===== src/rtl/uart_txrx_param_if.sv =====
// Bus-side handshake bundle for uart_txrx_param: TX request/status and RX result.
// master = on-chip bus side, slave = UART engine.
interface uart_txrx_param_if #(
    parameter int unsigned DATA_WIDTH = 8
);
    logic [DATA_WIDTH-1:0] tx_data;
    logic                  tx_start;
    logic                  tx_busy;
    logic                  tx_done;
    logic [DATA_WIDTH-1:0] rx_data;
    logic                  rx_valid;
    logic                  rx_parity_err;
    logic                  rx_frame_err;

    modport master (
        output tx_data, tx_start,
        input  tx_busy, tx_done, rx_data, rx_valid, rx_parity_err, rx_frame_err
    );

    modport slave (
        input  tx_data, tx_start,
        output tx_busy, tx_done, rx_data, rx_valid, rx_parity_err, rx_frame_err
    );
endinterface


===== src/rtl/uart_txrx_param.sv =====
// uart_txrx_param: parametrised full-duplex UART, run-time baud select, 16x oversampled RX
// with parity and framing error reporting.
// Optional feature: define UART_LOOPBACK_EN to feed RX from the internal TX line
// (uart_rxd ignored, uart_txd held high).
module uart_txrx_param #(
    parameter int unsigned CLK_FREQ_HZ = 100000000,
    parameter int unsigned DATA_WIDTH  = 8,
    parameter int unsigned PARITY_MODE = 0,
    parameter int unsigned STOP_BITS   = 1
) (
    input  logic              clock,
    input  logic              reset,
    input  logic [3:0]        baud_sel,
    output logic              uart_txd,
    input  logic              uart_rxd,
    uart_txrx_param_if.slave  bus
);

    function automatic int unsigned baud_div(input int unsigned baud);
        int unsigned d;
        d = (CLK_FREQ_HZ + baud * 8) / (baud * 16);
        return (d == 0) ? 1 : d;
    endfunction

    localparam int unsigned DIV_1200   = baud_div(1200);
    localparam int unsigned DIV_2400   = baud_div(2400);
    localparam int unsigned DIV_4800   = baud_div(4800);
    localparam int unsigned DIV_9600   = baud_div(9600);
    localparam int unsigned DIV_19200  = baud_div(19200);
    localparam int unsigned DIV_38400  = baud_div(38400);
    localparam int unsigned DIV_57600  = baud_div(57600);
    localparam int unsigned DIV_115200 = baud_div(115200);
    localparam int unsigned DIV_230400 = baud_div(230400);
    localparam int unsigned CW         = $clog2(DIV_1200 + 1);

    localparam logic [3:0] LAST_DATA  = 4'(DATA_WIDTH - 1);
    localparam logic [3:0] LAST_STOP  = 4'(STOP_BITS - 1);
    localparam logic       HAS_PARITY = (PARITY_MODE != 0);
    localparam logic       ODD_PARITY = (PARITY_MODE == 2);

    typedef enum logic [2:0] {TX_IDLE, TX_START, TX_DATA, TX_PARITY, TX_STOP} tx_state_e;
    typedef enum logic [2:0] {RX_IDLE, RX_START, RX_DATA, RX_PARITY, RX_STOP, RX_WAIT} rx_state_e;

    tx_state_e tx_state_q, tx_state_d;
    rx_state_e rx_state_q, rx_state_d;

    logic [CW-1:0] div_sel, div_d, div_q;
    logic [CW-1:0] tx_cnt_d, tx_cnt_q, rx_cnt_d, rx_cnt_q;
    logic          tx_tick, rx_tick, tx_active, rx_run, tx_bit_end, rx_sample;

    logic [DATA_WIDTH-1:0] tx_shift_d, tx_shift_q;
    logic [3:0]            tx_sub_d, tx_sub_q, tx_bit_d, tx_bit_q;
    logic                  tx_par_d, tx_par_q, tx_done_d, tx_done_q, tx_ser;

    logic                  rx_meta_q, rx_sync_q, rx_src;
    logic [DATA_WIDTH-1:0] rx_shift_d, rx_shift_q, rx_data_d, rx_data_q;
    logic [3:0]            rx_sub_d, rx_sub_q, rx_bit_d, rx_bit_q;
    logic                  rx_parbit_d, rx_parbit_q, rx_valid_d, rx_valid_q;
    logic                  rx_perr_d, rx_perr_q, rx_ferr_d, rx_ferr_q;

`ifdef UART_LOOPBACK_EN
    assign rx_src   = tx_ser;
    assign uart_txd = 1'b1;
`else
    assign rx_src   = uart_rxd;
    assign uart_txd = tx_ser;
`endif

    assign tx_active  = (tx_state_q != TX_IDLE);
    assign rx_run     = (rx_state_q == RX_START) || (rx_state_q == RX_DATA) ||
                        (rx_state_q == RX_PARITY) || (rx_state_q == RX_STOP);
    assign tx_bit_end = tx_tick && (tx_sub_q == 4'd15);
    assign rx_sample  = rx_tick && ((rx_state_q == RX_START) ? (rx_sub_q == 4'd7)
                                                            : (rx_sub_q == 4'd15));

    assign bus.tx_busy       = tx_active;
    assign bus.tx_done       = tx_done_q;
    assign bus.rx_data       = rx_data_q;
    assign bus.rx_valid      = rx_valid_q;
    assign bus.rx_parity_err = rx_perr_q;
    assign bus.rx_frame_err  = rx_ferr_q;

    // Divisor lookup; re-latched only while both engines are idle
    always_comb begin
        case (baud_sel)
            4'd0:    div_sel = CW'(DIV_1200);
            4'd1:    div_sel = CW'(DIV_2400);
            4'd2:    div_sel = CW'(DIV_4800);
            4'd3:    div_sel = CW'(DIV_9600);
            4'd4:    div_sel = CW'(DIV_19200);
            4'd5:    div_sel = CW'(DIV_38400);
            4'd6:    div_sel = CW'(DIV_57600);
            4'd7:    div_sel = CW'(DIV_115200);
            4'd8:    div_sel = CW'(DIV_230400);
            default: div_sel = CW'(DIV_9600);
        endcase
        div_d = (!tx_active && rx_state_q == RX_IDLE) ? div_sel : div_q;
    end

    // Tick phase per engine: held at zero while idle so bit edges align to the frame start
    always_comb begin
        tx_tick  = tx_active && (tx_cnt_q == div_q - 1'b1);
        rx_tick  = rx_run && (rx_cnt_q == div_q - 1'b1);
        tx_cnt_d = (!tx_active || tx_tick) ? '0 : tx_cnt_q + 1'b1;
        rx_cnt_d = (!rx_run || rx_tick) ? '0 : rx_cnt_q + 1'b1;
    end

    // Divisor, tick counters and RX input synchroniser
    always_ff @(posedge clock or negedge reset) begin
        if (!reset) begin
            div_q     <= CW'(DIV_9600);
            tx_cnt_q  <= '0;
            rx_cnt_q  <= '0;
            rx_meta_q <= 1'b1;
            rx_sync_q <= 1'b1;
        end else begin
            div_q     <= div_d;
            tx_cnt_q  <= tx_cnt_d;
            rx_cnt_q  <= rx_cnt_d;
            rx_meta_q <= rx_src;
            rx_sync_q <= rx_meta_q;
        end
    end

    // TX state register
    always_ff @(posedge clock or negedge reset) begin
        if (!reset) tx_state_q <= TX_IDLE;
        else        tx_state_q <= tx_state_d;
    end

    // TX next state
    always_comb begin
        tx_state_d = tx_state_q;
        case (tx_state_q)
            TX_IDLE:   if (bus.tx_start) tx_state_d = TX_START;
            TX_START:  if (tx_bit_end) tx_state_d = TX_DATA;
            TX_DATA:   if (tx_bit_end && tx_bit_q == LAST_DATA)
                           tx_state_d = HAS_PARITY ? TX_PARITY : TX_STOP;
            TX_PARITY: if (tx_bit_end) tx_state_d = TX_STOP;
            TX_STOP:   if (tx_bit_end && tx_bit_q == LAST_STOP) tx_state_d = TX_IDLE;
            default:   tx_state_d = TX_IDLE;
        endcase
    end

    // TX serial output
    always_comb begin
        case (tx_state_q)
            TX_START:  tx_ser = 1'b0;
            TX_DATA:   tx_ser = tx_shift_q[0];
            TX_PARITY: tx_ser = tx_par_q;
            default:   tx_ser = 1'b1;
        endcase
    end

    // TX datapath: word latch, shift, tick/bit counters, done pulse
    always_comb begin
        tx_shift_d = tx_shift_q;
        tx_par_d   = tx_par_q;
        tx_bit_d   = tx_bit_q;
        tx_sub_d   = tx_sub_q;
        if (!tx_active) begin
            tx_sub_d = '0;
            tx_bit_d = '0;
            if (bus.tx_start) begin
                tx_shift_d = bus.tx_data;
                tx_par_d   = (^bus.tx_data) ^ ODD_PARITY;
            end
        end else if (tx_tick) begin
            tx_sub_d = tx_sub_q + 4'd1;
            if (tx_bit_end) begin
                tx_bit_d = (tx_state_d != tx_state_q) ? 4'd0 : tx_bit_q + 4'd1;
                if (tx_state_q == TX_DATA) tx_shift_d = tx_shift_q >> 1;
            end
        end
        tx_done_d = (tx_state_q == TX_STOP) && (tx_state_d == TX_IDLE);
    end

    // TX datapath registers
    always_ff @(posedge clock or negedge reset) begin
        if (!reset) begin
            tx_shift_q <= '0;
            tx_par_q   <= 1'b0;
            tx_bit_q   <= '0;
            tx_sub_q   <= '0;
            tx_done_q  <= 1'b0;
        end else begin
            tx_shift_q <= tx_shift_d;
            tx_par_q   <= tx_par_d;
            tx_bit_q   <= tx_bit_d;
            tx_sub_q   <= tx_sub_d;
            tx_done_q  <= tx_done_d;
        end
    end

    // RX state register
    always_ff @(posedge clock or negedge reset) begin
        if (!reset) rx_state_q <= RX_IDLE;
        else        rx_state_q <= rx_state_d;
    end

    // RX next state; a low stop bit parks in RX_WAIT until the line returns high
    always_comb begin
        rx_state_d = rx_state_q;
        case (rx_state_q)
            RX_IDLE:   if (!rx_sync_q) rx_state_d = RX_START;
            RX_START:  if (rx_sample) rx_state_d = rx_sync_q ? RX_IDLE : RX_DATA;
            RX_DATA:   if (rx_sample && rx_bit_q == LAST_DATA)
                           rx_state_d = HAS_PARITY ? RX_PARITY : RX_STOP;
            RX_PARITY: if (rx_sample) rx_state_d = RX_STOP;
            RX_STOP:   if (rx_sample) rx_state_d = rx_sync_q ? RX_IDLE : RX_WAIT;
            RX_WAIT:   if (rx_sync_q) rx_state_d = RX_IDLE;
            default:   rx_state_d = RX_IDLE;
        endcase
    end

    // RX datapath and result outputs
    always_comb begin
        rx_shift_d  = rx_shift_q;
        rx_parbit_d = rx_parbit_q;
        rx_bit_d    = rx_bit_q;
        rx_sub_d    = rx_sub_q;
        rx_data_d   = rx_data_q;
        rx_perr_d   = rx_perr_q;
        rx_ferr_d   = rx_ferr_q;
        rx_valid_d  = 1'b0;
        if (!rx_run) begin
            rx_sub_d = '0;
            rx_bit_d = '0;
        end else if (rx_tick) begin
            rx_sub_d = rx_sample ? 4'd0 : rx_sub_q + 4'd1;
            if (rx_sample) begin
                rx_bit_d = (rx_state_d != rx_state_q) ? 4'd0 : rx_bit_q + 4'd1;
                case (rx_state_q)
                    RX_DATA:   rx_shift_d  = {rx_sync_q, rx_shift_q[DATA_WIDTH-1:1]};
                    RX_PARITY: rx_parbit_d = rx_sync_q;
                    RX_STOP: begin
                        rx_valid_d = 1'b1;
                        rx_data_d  = rx_shift_q;
                        rx_perr_d  = HAS_PARITY &&
                                     (rx_parbit_q != ((^rx_shift_q) ^ ODD_PARITY));
                        rx_ferr_d  = !rx_sync_q;
                    end
                    default: ;
                endcase
            end
        end
    end

    // RX datapath registers
    always_ff @(posedge clock or negedge reset) begin
        if (!reset) begin
            rx_shift_q  <= '0;
            rx_parbit_q <= 1'b0;
            rx_bit_q    <= '0;
            rx_sub_q    <= '0;
            rx_data_q   <= '0;
            rx_perr_q   <= 1'b0;
            rx_ferr_q   <= 1'b0;
            rx_valid_q  <= 1'b0;
        end else begin
            rx_shift_q  <= rx_shift_d;
            rx_parbit_q <= rx_parbit_d;
            rx_bit_q    <= rx_bit_d;
            rx_sub_q    <= rx_sub_d;
            rx_data_q   <= rx_data_d;
            rx_perr_q   <= rx_perr_d;
            rx_ferr_q   <= rx_ferr_d;
            rx_valid_q  <= rx_valid_d;
        end
    end

endmodule


===== src/flat_wrapper.sv =====
// flat-port wrapper written by rule: the top's interface ports become plain ports
module uart_txrx_param_flat 
#(
    parameter int unsigned CLK_FREQ_HZ = 100000000,
    parameter int unsigned DATA_WIDTH  = 8,
    parameter int unsigned PARITY_MODE = 0,
    parameter int unsigned STOP_BITS   = 1
)
  (clock, reset, baud_sel, uart_txd, uart_rxd, bus_tx_data, bus_tx_start, bus_tx_busy, bus_tx_done, bus_rx_data, bus_rx_valid, bus_rx_parity_err, bus_rx_frame_err);
  uart_txrx_param_if #(.DATA_WIDTH(DATA_WIDTH)) bus_i ();
  input  logic clock;
  input  logic reset;
  input  logic [3:0] baud_sel;
  output logic uart_txd;
  input  logic uart_rxd;
  input wire logic [$bits(bus_i.tx_data)-1:0] bus_tx_data;
  input wire logic [$bits(bus_i.tx_start)-1:0] bus_tx_start;
  output wire logic [$bits(bus_i.tx_busy)-1:0] bus_tx_busy;
  output wire logic [$bits(bus_i.tx_done)-1:0] bus_tx_done;
  output wire logic [$bits(bus_i.rx_data)-1:0] bus_rx_data;
  output wire logic [$bits(bus_i.rx_valid)-1:0] bus_rx_valid;
  output wire logic [$bits(bus_i.rx_parity_err)-1:0] bus_rx_parity_err;
  output wire logic [$bits(bus_i.rx_frame_err)-1:0] bus_rx_frame_err;
  assign bus_i.tx_data = bus_tx_data;
  assign bus_i.tx_start = bus_tx_start;
  assign bus_tx_busy = bus_i.tx_busy;
  assign bus_tx_done = bus_i.tx_done;
  assign bus_rx_data = bus_i.rx_data;
  assign bus_rx_valid = bus_i.rx_valid;
  assign bus_rx_parity_err = bus_i.rx_parity_err;
  assign bus_rx_frame_err = bus_i.rx_frame_err;
  uart_txrx_param #(.CLK_FREQ_HZ(CLK_FREQ_HZ), .DATA_WIDTH(DATA_WIDTH), .PARITY_MODE(PARITY_MODE), .STOP_BITS(STOP_BITS)) u_core (.clock(clock), .reset(reset), .baud_sel(baud_sel), .uart_txd(uart_txd), .uart_rxd(uart_rxd), .bus(bus_i));
endmodule

===== config.mk =====
export PLATFORM = sky130hd
export DESIGN_NAME = uart_txrx_param_flat
export DESIGN_NICKNAME = d
export VERILOG_FILES = /design/src/rtl/uart_txrx_param_if.sv /design/src/rtl/uart_txrx_param.sv /design/src/flat_wrapper.sv
export SDC_FILE = /design/constraint.sdc
export NUM_CORES = 1
export LEC_CHECK = 0
export ABC_AREA = 0
export CAP_MARGIN = 20
export CORE_AREA = 5 5 121 88
export CTS_BUF_LIST = sky130_fd_sc_hd__clkbuf_8
export CTS_CLUSTER_SIZE = 12
export DETAILED_ROUTE_END_ITERATION = 8
export DIE_AREA = 0 0 126 93
export HOLD_SLACK_MARGIN = 0.02
export PLACE_DENSITY = 0.79
export SETUP_SLACK_MARGIN = 0.3
export SLEW_MARGIN = 20
export SYNTH_ARGS = -nofsm -noshare
export SYNTH_HDL_FRONTEND = slang
export SYNTH_SLANG_ARGS = --single-unit
export TNS_END_PERCENT = 30

===== constraint.sdc =====
create_clock -name clock -period 9.7 [get_ports clock]
set_clock_uncertainty 0.1 [all_clocks]
set_input_delay 0.97 -clock clock [delete_from_list [all_inputs] [get_ports clock]]
set_output_delay 0.97 -clock clock [all_outputs]
set_load 0.03 [all_outputs]

### Word level (Yosys, flattened, before mapping)

Memory sizes are Yosys's and may differ from the RTL's. A register that Yosys moved wholly into a read port is not among the register bits.
Index checks and enable logic that the tools add are counted.

* bitwise gates (word level): 1
* multiplexer cells: 41
* add/subtract/negate cells: 7
* equal/unequal tests: 23
* reduce and logical (&&, ||, !) cells: 31

Operators with widths (number)
* 2-to-1 mux 4 bit: 13
* 2-to-1 mux 8 bit: 5
* 2-to-1 mux 3 bit: 12
* adder 13 x 1 -> 13 bit, second input constant: 2
* equality test 13 bit: 2
* 2-to-1 mux 13 bit: 2
* one-hot mux 3 bit (6 select lines): 1
* adder 4 x 1 -> 4 bit, second input constant: 4
* one-hot mux 3 bit (5 select lines): 1
* subtractor 13 x 1 -> 13 bit, second input constant: 1
* equality test 3 x 2 -> 1 bit, second input constant: 4
* equality test 4 x 3 -> 1 bit, second input constant: 3
* AND reduction 4 bit: 3
* equality test 3 bit, second input constant: 3
* logical AND 1 bit: 9
* logical NOT 3 bit: 3
* equality test 4 bit, second input constant: 2
* parity 8 bit: 1
* equality test 3 x 1 -> 1 bit, second input constant: 2
* != test 2 bit, second input constant: 3
* != test 3 bit: 2
* AND reduction 2 bit: 3
* logical OR 1 bit: 5
* 2-to-1 mux 1 bit: 5
* other kinds (8): 12

* ROM bits: 208
* memories kept: 1
* word-level logic and storage cells: 121
* register bits: 78

Memory list
* (no name shown): words 16, width 13, read ports 1, clocked after Yosys merged registers in 1, write ports 0, RTL line uart_txrx_param.sv:85 `case (baud_sel)`

### Logic depth before layout (Yosys ltp)

* depth in word-level cells: 14
* mapped depth: 14

### Worst setup path before layout

No wires, ideal clock.

* path type: register to register
* start: register u_core.div_q[0]
* end: register u_core.tx_shift_q[0]
* setup time: 125 ps
* path slack: 6132 ps
* required time: 9475 ps
* cell stages (with the launch flop): 15
* path buffers: 4
* arrival time: 3343 ps
* path through: dfstp_2 clkbuf_1 inv_1 ha_1 or4b_4 or2_1 buf_2 xnor2_1 nor4_1 and4_1 buf_4 nand2_1 a211o_1 buf_6 mux2_4

* cells in the longest elaborated chain, start to end: 6
* elaborated cells between the ends (all ways): 7
* classes of those cells: add/sub: 1; eq/ne: 3; reduce/logical: 3

Ends and longest elaborated chain
* start, declared: RTL line uart_txrx_param.sv:47 `logic [CW-1:0] div_sel, div_d, div_q;`
* subtractor 13 x 1 -> 13 bit *: RTL line uart_txrx_param.sv:102 `tx_tick = tx_active && (tx_cnt_q == div_q - 1'b1);`
* equality test 13 bit *: RTL line uart_txrx_param.sv:102
* logical AND 1 bit *: RTL line uart_txrx_param.sv:102
* logical AND 1 bit: RTL line uart_txrx_param.sv:72 `assign tx_bit_end = tx_tick && (tx_sub_q == 4'd15);`
* != test 2 bit (no source line)
* AND reduction 4 bit (no source line) *
* end signal, assigned: RTL line uart_txrx_param.sv:187 `tx_shift_q <= tx_shift_d;`
* end, declared: RTL line uart_txrx_param.sv:51 `logic [DATA_WIDTH-1:0] tx_shift_d, tx_shift_q;`

Mark *: on every way between the ends. The rest lies on a longest branch, timed or not.
A chain may end at the register's enable or synchronous reset.

### Worst setup path in the final report

* start: register u_core.div_q[0]
* end: register u_core.tx_shift_q[2]

The elaborated chain is that of the path after synthesis.

==> results.py <==
metrics = {
    "run_status": {
        "status": "completed",
    },
    "detailed_routing": {
        "finalWirelength_mm": 11.8,
        "vias": 4239,
        "first_pass_iters": 6,
        "viasPerCell": 5.98,
        "wl_per_cell_um": 16.7,
        "drt_iter0_drc": 295,
        "postRouteAntennaNets": 0,
        "drc": 0,
    },
    "final_layout": {
        "drive_above_1_share_pct": 9.98,
        "final_cells": 709,
        "fill_cells": 795,
        "areaGrowthSynthToFinish_pct": 9.42,
        "nNetsFinal": 605,
        "diodes": 0,
    },
    "sta": {
        "finalSetupTns_ns": 0,
        "period_needed_ns": 3.97,
        "finalSetupViolCount": 0,
        "hold_viol": 0,
        "drv_slew": 0,
        "fmax_mhz": 252,
        "tightestPinTransition_ns": 0.852,
        "rsz0062_at_grt": "false",
        "relSlewSlack_pct": 43.0,
        "finalWorstSetupSlack_ns": 5.73,
        "period_share_pct": 40.9,
    },
    "floorplanning": {
        "die_h_um": 93,
        "start_util_pct": 58.0,
        "die_area_sq_mm": 0.0117,
        "pin_count": 30,
        "core_region_area_sq_mm": 0.00946,
        "die_x_um": 126,
        "rows": 30,
    },
    "global_route": {
        "grt_pass1_vias": 4058,
        "gr-usage-all-layers_pct": 21.1,
        "grt_max_degree": 92,
        "gr-total-overflow": 0,
        "grt_pass1_wl_mm": 20.1,
        "antenna_found_initial": 0,
    },
    "run": {
        "cap_violations": 0,
    },
    "logic_synthesis": {
        "netlist.top_cell.by_area": "dfrtp_1",
        "syn-cell-area_sq_mm": 0.00548,
        "yosys_warnings": 0,
        "ys_top_cells_by_area": "dfrtp_1 (38%), xnor2_1 (4.5%), xor2_1 (4.5%), nor2_1 (4.1%), mux2_1 (3.5%)",
        "yosysMostFrequentCell": "dfrtp_1",
        "async_flop_share_pct": 100,
        "synth_nets": 597,
        "ys_top_cells_by_count": "dfrtp_1 (84), nor2_1 (60), nand2_1 (48)",
        "netlist_instances": 568,
        "synth-seq-cells": 91,
        "synth_cell_types": 73,
        "synth_ff_type": "dfrtp_1",
        "yosysTopAreaCellShare_pct": 38.3,
        "synth_edf_count": 0,
        "syn_area_per_cell_sq_um": 9.65,
        "yosysSeqAreaShare_pct": 41.7,
    },
    "clock_tree": {
        "cts_tree": "yes",
        "numCtsBuffers": 9,
        "clock_sinks": 91,
        "post_cts_buffers": 0,
        "root_buffer": "clkbuf_8",
        "clk_transition_reported_paths_ns": 0.11,
        "clock_latency_ns": 0.37,
        "clockBufferDepth": 2,
        "cts_hold_buf": 0,
        "cts_resized": 0,
        "h-tree-depth": 3,
    },
    "pwr": {
        "seqPwrFrac_pct": 51.6,
        "power_frac_clock_pct": 28.0,
        "power_switching_share_pct": 34.3,
        "ir_drop_v": 0.0000861,
        "p_leak_nw": 2.73,
        "cellInternalPower_mw": 0.623,
        "comb_power_share_pct": 20.4,
        "powerDensity_mw_per_mm2": 158,
        "total_power_mw": 0.948,
        "p_sw_mw": 0.325,
    },
    "setup_path": {
        "r2r_start": "u_core.div_q[0]",
        "end_kind": "register",
        "critPathRequiredTime_ns": 9.87,
        "crit_path_start_kind": "register",
        "crit_type": "register to register",
        "cp_max_fo": 10,
        "cp_data_arrival_time_ns": 4.14,
        "crit_start": "u_core.div_q[0]",
    },
    "min_path": {
        "hold_start": "u_core.rx_meta_q",
        "hold_path.class": "register to register",
    },
    "place": {
        "place.gp.congestion": 0.931,
        "numPortBuffers": 28,
        "hpwl_mm": 8.51,
        "pre_cts_slack_ns": 5.83,
        "dp.cells": 693,
    },
}
-- flip-flops by register name (all words and copies together), names as in the netlist, 4 cells and up --
register	flops
u_core.bus.rx_data	8
u_core.div_q	13
u_core.rx_bit_q	4
u_core.rx_cnt_q	13
u_core.rx_shift_q	8
u_core.rx_sub_q	4
u_core.tx_bit_q	4
u_core.tx_cnt_q	13
u_core.tx_shift_q	8
u_core.tx_sub_q	4
-- cells by family after synthesis --
| logic type | synth area share (%) |
|---|---|
| simple gates | 21.9 |
| flops | 41.7 |
| compound gates | 10.9 |
| xor+xnor | 10.1 |
| buf+inv | 3.88 |
| mux | 8.51 |
| fa+ha+maj | 2.97 |
| other cells | 0.0684 |
-- metrics by stage --
step | instance area (sq um) | utilization, % | hold slack (ns)
floorplan | 5480 | - | 0.245
global placement | 5780 | 61.1 | 0.247
detailed placement | 5780 | 61.1 | 0.253
CTS | 6000 | 63.4 | 0.270
global route | 6000 | 63.4 | 0.275
finish | 6000 | 63.4 | 0.268
-- metal layers --
metal  up-vias  GRT usage [%]  share of wire (%)
li1       2014              -                  -
met1      2059           32.3                 49
met2       145           29.4                 42
met3        21           4.85                7.4
met4         0           6.70                1.8
met5         -              0                  0
-- final cells by class --
cell class / instances / area (sq um) / share of cell area (%)
timing repair buffer: 30 / 297 / 4.94
tap: 128 / 160 / 2.67
sequential: 91 / 2290 / 38.1
inverter: 16 / 60.1 / 1.00
clock inverter: 7 / 88.8 / 1.48
clock buffer: 9 / 124 / 2.06
multi-input combinational: 428 / 2980 / 49.7
-- cells in the final DEF (no fill, tap or decap), types with 6 or more instances in the layout --
| cell type | count |
|---|---|
| o31ai_1 | 7 |
| nor2_1 | 60 |
| dfrtp_1 | 84 |
| mux2_4 | 7 |
| mux2_2 | 8 |
| xnor2_1 | 28 |
| and3_1 | 12 |
| nand3b_1 | 6 |
| o21ai_0 | 17 |
| nand2_1 | 48 |
| ha_1 | 13 |
| or3_1 | 7 |
| a31oi_1 | 7 |
| nand3_1 | 27 |
| inv_1 | 16 |
| nor3_1 | 7 |
| nand4_1 | 6 |
| xor2_1 | 28 |
| a21oi_1 | 20 |
| dfstp_2 | 7 |
| nor2b_1 | 13 |
| mux2i_1 | 8 |
| mux2_1 | 17 |
| nand2b_1 | 6 |
| clkdlybuf4s50_1 | 27 |
| clkbuf_8 | 9 |
-- power groups by stage --
| stage | logic [mW] | registers, mW | clock network, mW |
|---|---|---|---|
| 2_1_floorplan | 0.168 | 0.456 | 0 |
| 3_3_place_gp | 0.185 | 0.491 | 0 |
| 3_5_place_dp | 0.191 | 0.493 | 0 |
| 4_1_cts | 0.192 | 0.487 | 0.273 |
| 5_1_grt | 0.215 | 0.495 | 0.293 |
| 6_report | 0.193 | 0.489 | 0.266 |
-- path summary, 6_finish.rpt --
check | end | slack (ns) | cells past startpoint
min in group asynchronous | u_core.rx_cnt_q[9] | 0.52 | 1
worst min register to register | u_core.rx_sync_q | 0.27 | 0
worst max register to register | u_core.tx_shift_q[2] | 5.73 | 10
worst min-delay path | u_core.rx_sync_q | 0.27 | 0
worst max-delay path | u_core.tx_shift_q[2] | 5.73 | 10
max in group asynchronous | u_core.tx_cnt_q[7] | 8.36 | 1
-- critical path, cell delays in order (launching register included) --
cell and delay (ns):
dfstp_2 0.42, inv_1 0.09, ha_1 0.29, or4b_4 0.53, or2_1 0.32, xnor2_1 0.17
nor4_1 0.48, and4_1 0.52, nand2_1 0.09, a211o_1 0.49, mux2_4 0.36
No activity file was read; power rests on OpenSTA's default activity.
